File: src/rtl/movegen_emitter_if.sv
// Move stream between the emitter and the downstream legality filter / move list.
// Each beat carries one (from,to) square pair under valid/ready flow control.
interface movegen_emitter_if;
    logic       m_valid;
    logic       m_ready;
    logic [5:0] m_from;
    logic [5:0] m_to;

    modport master (output m_valid, output m_from, output m_to, input m_ready);
    modport slave  (input m_valid, input m_from, input m_to, output m_ready);
endinterface

File: src/rtl/movegen_emitter.sv
// Sequencer around the 8x8 move-generator array: loads attackers, strobes each
// side-to-play source square in turn and serialises its target set as (from,to) moves.
module movegen_emitter #(
    parameter int CNT_W = 8
) (
    input  logic                 clk,
    input  logic                 rst,
    input  logic                 start,
    input  logic [63:0]          i_play_mask,
    input  logic [63:0]          i_targets,
    output logic                 o_load_attackers,
    output logic [63:0]          o_emit_move,
    movegen_emitter_if.master    m,
    output logic                 o_busy,
    output logic                 o_done,
    output logic [CNT_W-1:0]     o_move_count
);

    typedef enum logic [2:0] {IDLE, ATTACK, EMIT, DRAIN, DONE} state_e;

    state_e             state_q;
    logic [63:0]        pend_q;
    logic [63:0]        tgt_q;
    logic               load_q;
    logic [63:0]        emit_q;
    logic               valid_q;
    logic [5:0]         from_q;
    logic [5:0]         to_q;
    logic               busy_q;
    logic               done_q;
    logic [CNT_W-1:0]   cnt_q;

    function automatic logic [5:0] lsb64(input logic [63:0] v);
        lsb64 = '0;
        for (int i = 63; i >= 0; i--)
            if (v[i]) lsb64 = 6'(i);
    endfunction

    // Combinational helpers: lowest pending source and the target set after the current handshake.
    logic [5:0]  pend_src;
    logic [63:0] pend_oh;
    logic [63:0] tgt_clr_d;
    logic [5:0]  tgt_clr_lsb;
    logic [5:0]  tgt_in_lsb;

    assign pend_src    = lsb64(pend_q);
    assign pend_oh     = 64'(1) << pend_src;
    assign tgt_clr_d   = tgt_q & ~(64'(1) << to_q);
    assign tgt_clr_lsb = lsb64(tgt_clr_d);
    assign tgt_in_lsb  = lsb64(i_targets);

    always_ff @(posedge clk) begin
        if (rst) begin
            state_q <= IDLE;
            pend_q  <= '0;
            tgt_q   <= '0;
            load_q  <= 1'b0;
            emit_q  <= '0;
            valid_q <= 1'b0;
            from_q  <= '0;
            to_q    <= '0;
            busy_q  <= 1'b0;
            done_q  <= 1'b0;
            cnt_q   <= '0;
        end else begin
            load_q <= 1'b0;
            emit_q <= '0;
            done_q <= 1'b0;
            case (state_q)
                IDLE: if (start) begin
                    state_q <= ATTACK;
                    load_q  <= 1'b1;
                    busy_q  <= 1'b1;
                    cnt_q   <= '0;
                    pend_q  <= i_play_mask;
                end
                ATTACK: if (pend_q == '0) begin
                    state_q <= DONE;
                    done_q  <= 1'b1;
                end else begin
                    state_q <= EMIT;
                    emit_q  <= pend_oh;
                end
                EMIT: begin
                    // emit_q is the strobe for pend_src this cycle; the array answers on i_targets.
                    from_q  <= pend_src;
                    pend_q  <= pend_q & ~pend_oh;
                    tgt_q   <= i_targets;
                    valid_q <= (i_targets != '0);
                    to_q    <= tgt_in_lsb;
                    state_q <= DRAIN;
                end
                DRAIN: if (tgt_q == '0) begin
                    if (pend_q != '0) begin
                        state_q <= EMIT;
                        emit_q  <= pend_oh;
                    end else begin
                        state_q <= DONE;
                        done_q  <= 1'b1;
                    end
                end else if (valid_q && m.m_ready) begin
                    tgt_q   <= tgt_clr_d;
                    valid_q <= (tgt_clr_d != '0);
                    to_q    <= tgt_clr_lsb;
                    if (cnt_q != '1) cnt_q <= cnt_q + 1'b1;
                end
                DONE: begin
                    state_q <= IDLE;
                    busy_q  <= 1'b0;
                end
                default: state_q <= IDLE;
            endcase
        end
    end

    assign o_load_attackers = load_q;
    assign o_emit_move      = emit_q;
    assign m.m_valid        = valid_q;
    assign m.m_from         = from_q;
    assign m.m_to           = to_q;
    assign o_busy           = busy_q;
    assign o_done           = done_q;
    assign o_move_count     = cnt_q;

endmodule

File: src/flat_wrapper.sv
// flat-port wrapper written by rule: the top's interface ports become plain ports
module movegen_emitter_flat 
#(
    parameter int CNT_W = 8
)
  (clk, rst, start, i_play_mask, i_targets, o_load_attackers, o_emit_move, o_busy, o_done, o_move_count, m_m_valid, m_m_from, m_m_to, m_m_ready);
  movegen_emitter_if m_i ();
  input  logic clk;
  input  logic rst;
  input  logic start;
  input  logic [63:0] i_play_mask;
  input  logic [63:0] i_targets;
  output logic o_load_attackers;
  output logic [63:0] o_emit_move;
  output logic o_busy;
  output logic o_done;
  output logic [CNT_W-1:0] o_move_count;
  output wire logic [$bits(m_i.m_valid)-1:0] m_m_valid;
  output wire logic [$bits(m_i.m_from)-1:0] m_m_from;
  output wire logic [$bits(m_i.m_to)-1:0] m_m_to;
  input wire logic [$bits(m_i.m_ready)-1:0] m_m_ready;
  assign m_m_valid = m_i.m_valid;
  assign m_m_from = m_i.m_from;
  assign m_m_to = m_i.m_to;
  assign m_i.m_ready = m_m_ready;
  movegen_emitter #(.CNT_W(CNT_W)) u_core (.clk(clk), .rst(rst), .start(start), .i_play_mask(i_play_mask), .i_targets(i_targets), .o_load_attackers(o_load_attackers), .o_emit_move(o_emit_move), .m(m_i), .o_busy(o_busy), .o_done(o_done), .o_move_count(o_move_count));
endmodule
File: config.mk
export PLATFORM = sky130hd
export DESIGN_NAME = movegen_emitter_flat
export DESIGN_NICKNAME = d
export VERILOG_FILES = /design/src/rtl/movegen_emitter_if.sv /design/src/rtl/movegen_emitter.sv /design/src/flat_wrapper.sv
export SDC_FILE = /design/constraint.sdc
export NUM_CORES = 1
export LEC_CHECK = 0
export ABC_AREA = 1
export BUFFER_PORTS_ARGS = -buffer_cell sky130_fd_sc_hd__buf_4
export CORE_MARGIN = 5
export CORE_UTILIZATION = 57
export CTS_CLUSTER_DIAMETER = 30
export CTS_CLUSTER_SIZE = 24
export DETAILED_ROUTE_END_ITERATION = 10
export GPL_TIMING_DRIVEN = 0
export PLACE_DENSITY = 0.85
export SLEW_MARGIN = 20
export SYNTH_ARGS = -nofsm -noshare
export SYNTH_HDL_FRONTEND = slang
export SYNTH_SLANG_ARGS = --single-unit
File: constraint.sdc
create_clock -name clk -period 6.1 [get_ports clk]
set_clock_uncertainty 0.15 [all_clocks]
set_input_delay 0.915 -clock clk [delete_from_list [all_inputs] [get_ports clk]]
set_output_delay 0.915 -clock clk [all_outputs]
set_load 0.01 [all_outputs]
==> out/metrics.cfg <==
[grt]
grt_pass1_wl_mm = 74.7
grt_overflow_total = 0
grt_max_degree = 12
antenna_found_initial = 0
grt_usage = 0.392
grt_pass1_vias = 14100

[die]
ioPinCount = 220
start_util = 0.575
dieArea_sq_um = 24000
rows = 53
die_x_um = 155
die-height_um = 155
core_area_sq_um = 20800

[routing]
avgRoutedWirePerCell_um = 19.7
drcViolationCount = 0
via_count = 15000
drt_iter0_markers = 1755
final_antenna_net_count = 0
vias_per_cell = 5.94
first_pass_iters = 8
wl_mm = 49.5

[outcome]
run_status = completed

[clock_tree]
numCtsBuffers = 45
hold_buffers = 0
insertion_delay_ps = 530
path_clk_slew_ps = 50
htreeDepth = 2
cts_tree = yes
cts_setup_buffers = 0
cts_sinks = 219
cts.path.max_buffers = 3
cts_resized = 0
cts_root_buf = clkbuf_16

[setup_path]
critical-path-slowest-cell = nor2_1
arrival_ps = 5990
crit_top_cell = nand2_1
cp_max_fo = 4
setup.worst_path.class = reg2reg
critical_path_required_ps = 6360
startpoint_type = flop
endpoint_kind = flop
slowest_delay_ps = 560
ff2ff_setup_slack_ps = 370

[timing]
period_minus_slack_ps = 5730
fin_tns_setup_ps = 0
setup_viol = 0
rsz0062_at_grt = no
fmax_ghz = 0.175
slew_headroom = 0.358
finalMaxSlewViolations = 0
hold_viol_final = 0
tightest_slew_ps = 960
fin_crit_sh = 0.939

[power]
power.density_nw_per_um2 = 519
p_clk_frac = 0.322
ir_drop_v = 0.000219
power_switching_mw = 3.54
p_leak_nw = 6.95
swShare = 0.438
p_seq_frac = 0.246
combPwrFrac = 0.432
intPower_mw = 4.55

[final_layout]
syn_to_final_growth_pct = 30.2
nNetsFinal = 2342
fin_cells = 2520
mostFrequentLayoutCell = nand2_1
antenna_cells = 0
multiInputGateArea_sq_um = 6580
n_fill_cell = 1705
final_cell_mix = nand2_1 (490), nor2_1 (368), buf_4 (220)
drive_gt1_frac = 0.150
ff_latch_area_sq_um = 4380

[place]
dp_hpwl_mm = 37.1
place.gp.congestion = 1.05
place_inst = 2437
portBuffers = 219

[synth]
ys_seq_area_frac = 0.366
synthesis.nets = 2076
postSynthCellCount = 1943
syn_avg_cell_area_sq_um = 6.16
netlist_area_sq_um = 12000
synth.ff_latch_count = 219
ys_warn_count = 0
synth.distinct_cells = 36

[flow_run]
max_cap_violations = 0

[worst_hold_path]
hp-class = reg2reg

-- logic make-up after synthesis --
kind of cell               count (synthesis)  synth area share
DFF                                      219             0.366
and+or+nand+nor                         1019             0.343
buffers and inverters                    267            0.0849
AOI/OAI and AO/OA                        436             0.204
xor gates and xnor gates                   1          0.000731
adders and majority gates                  1           0.00104
-- critical path, delay by kind of cell, from the launching register on --
family,cells,cell delay [ps]
flip-flops,1,340
buffers and inverters,1,60
AND/OR/NAND/NOR,67,4970
AO/OA/AOI/OAI,1,70
-- registers in the layout (all words and copies together), names as in the netlist --
register / cells
u_core.m.m_valid: 1
u_core.tgt_q: 64
u_core.m.m_to: 6
u_core.pend_q: 64
u_core.o_load_attackers: 1
u_core.o_emit_move: 64
u_core.o_done: 1
u_core.m.m_from: 6
u_core.o_move_count: 8
u_core.o_busy: 1
u_core.state_q: 3
-- per-stage QoR --
| stage | power (mW) | worst slack, ps | hold WS [ps] | util | cell area, sq um |
|---|---|---|---|---|---|
| 3_3_place_gp | 5.25 | 868 | 300 | 0.671 | 14000 |
| 5_1_grt | 8.50 | 35.5 | 342 | 0.749 | 15600 |
| 4_1_cts | 7.94 | 642 | 313 | 0.749 | 15600 |
| 3_5_place_dp | 5.29 | 855 | 307 | 0.671 | 14000 |
| 6_report | 8.09 | 370 | 317 | 0.749 | 15600 |
| 2_1_floorplan | 4.19 | 1780 | 290 | - | 12000 |
-- power groups by stage --
stage / sequential (mW) / clock [mW] / combinational, mW
after global placement: 1.98 / 0 / 3.28
after detailed placement: 1.98 / 0 / 3.31
after global routing: 2.01 / 2.67 / 3.82
final: 1.99 / 2.61 / 3.49
after floorplan: 1.94 / 0 / 2.26
after CTS: 1.97 / 2.59 / 3.38
-- worst paths after layout --
check               startpoint                 to  cells past startpoint
min reg2reg  u_core.pend_q[55]  u_core.pend_q[55]                      2
max reg2reg  u_core.pend_q[62]  u_core.pend_q[28]                     69
min          u_core.pend_q[55]  u_core.pend_q[55]                      2
max          u_core.pend_q[62]  u_core.pend_q[28]                     69
-- per-layer routing --
| metal | up-vias | share of wire | track usage |
|---|---|---|---|
| met3 | 240 | 0.10 | 0.0620 |
| met1 | 6814 | 0.36 | 0.457 |
| met5 | - | 0 | 0 |
| met4 | 0 | 0.074 | 0.253 |
| li1 | 6932 | - | - |
| met2 | 987 | 0.47 | 0.669 |
-- Yosys cell counts, drive strengths merged --
cell	number	area share
o311ai	31	0.023
nand3	91	0.039
ha	1	0.0010
dfxtp	219	0.37
o221a	1	0.00094
clkinv	1	0.00031
a21oi	133	0.056
nor3	27	0.012
clkbuf	88	0.028
nor2	373	0.12
a311oi	2	0.0015
o21ai	217	0.092
a31oi	12	0.0063
buf	15	0.0059
a221oi	5	0.0037
o21bai	9	0.0056
inv	163	0.051
nand4	19	0.0099
nor4	18	0.0094
a21boi	1	0.00063
o31ai	5	0.0031
xor2	1	0.00073
a211oi	20	0.013
nand2	491	0.15
-- cell type report --
class	instances	share of cell area
buffer	103	0.0258
clock buffer	56	0.0820
clock inverter	27	0.0221
inverter	164	0.0395
multi-input combinational	1457	0.422
sequential	219	0.281
tap	275	0.0221
timing repair buffer	219	0.105
(Power assumes the default switching activity.)
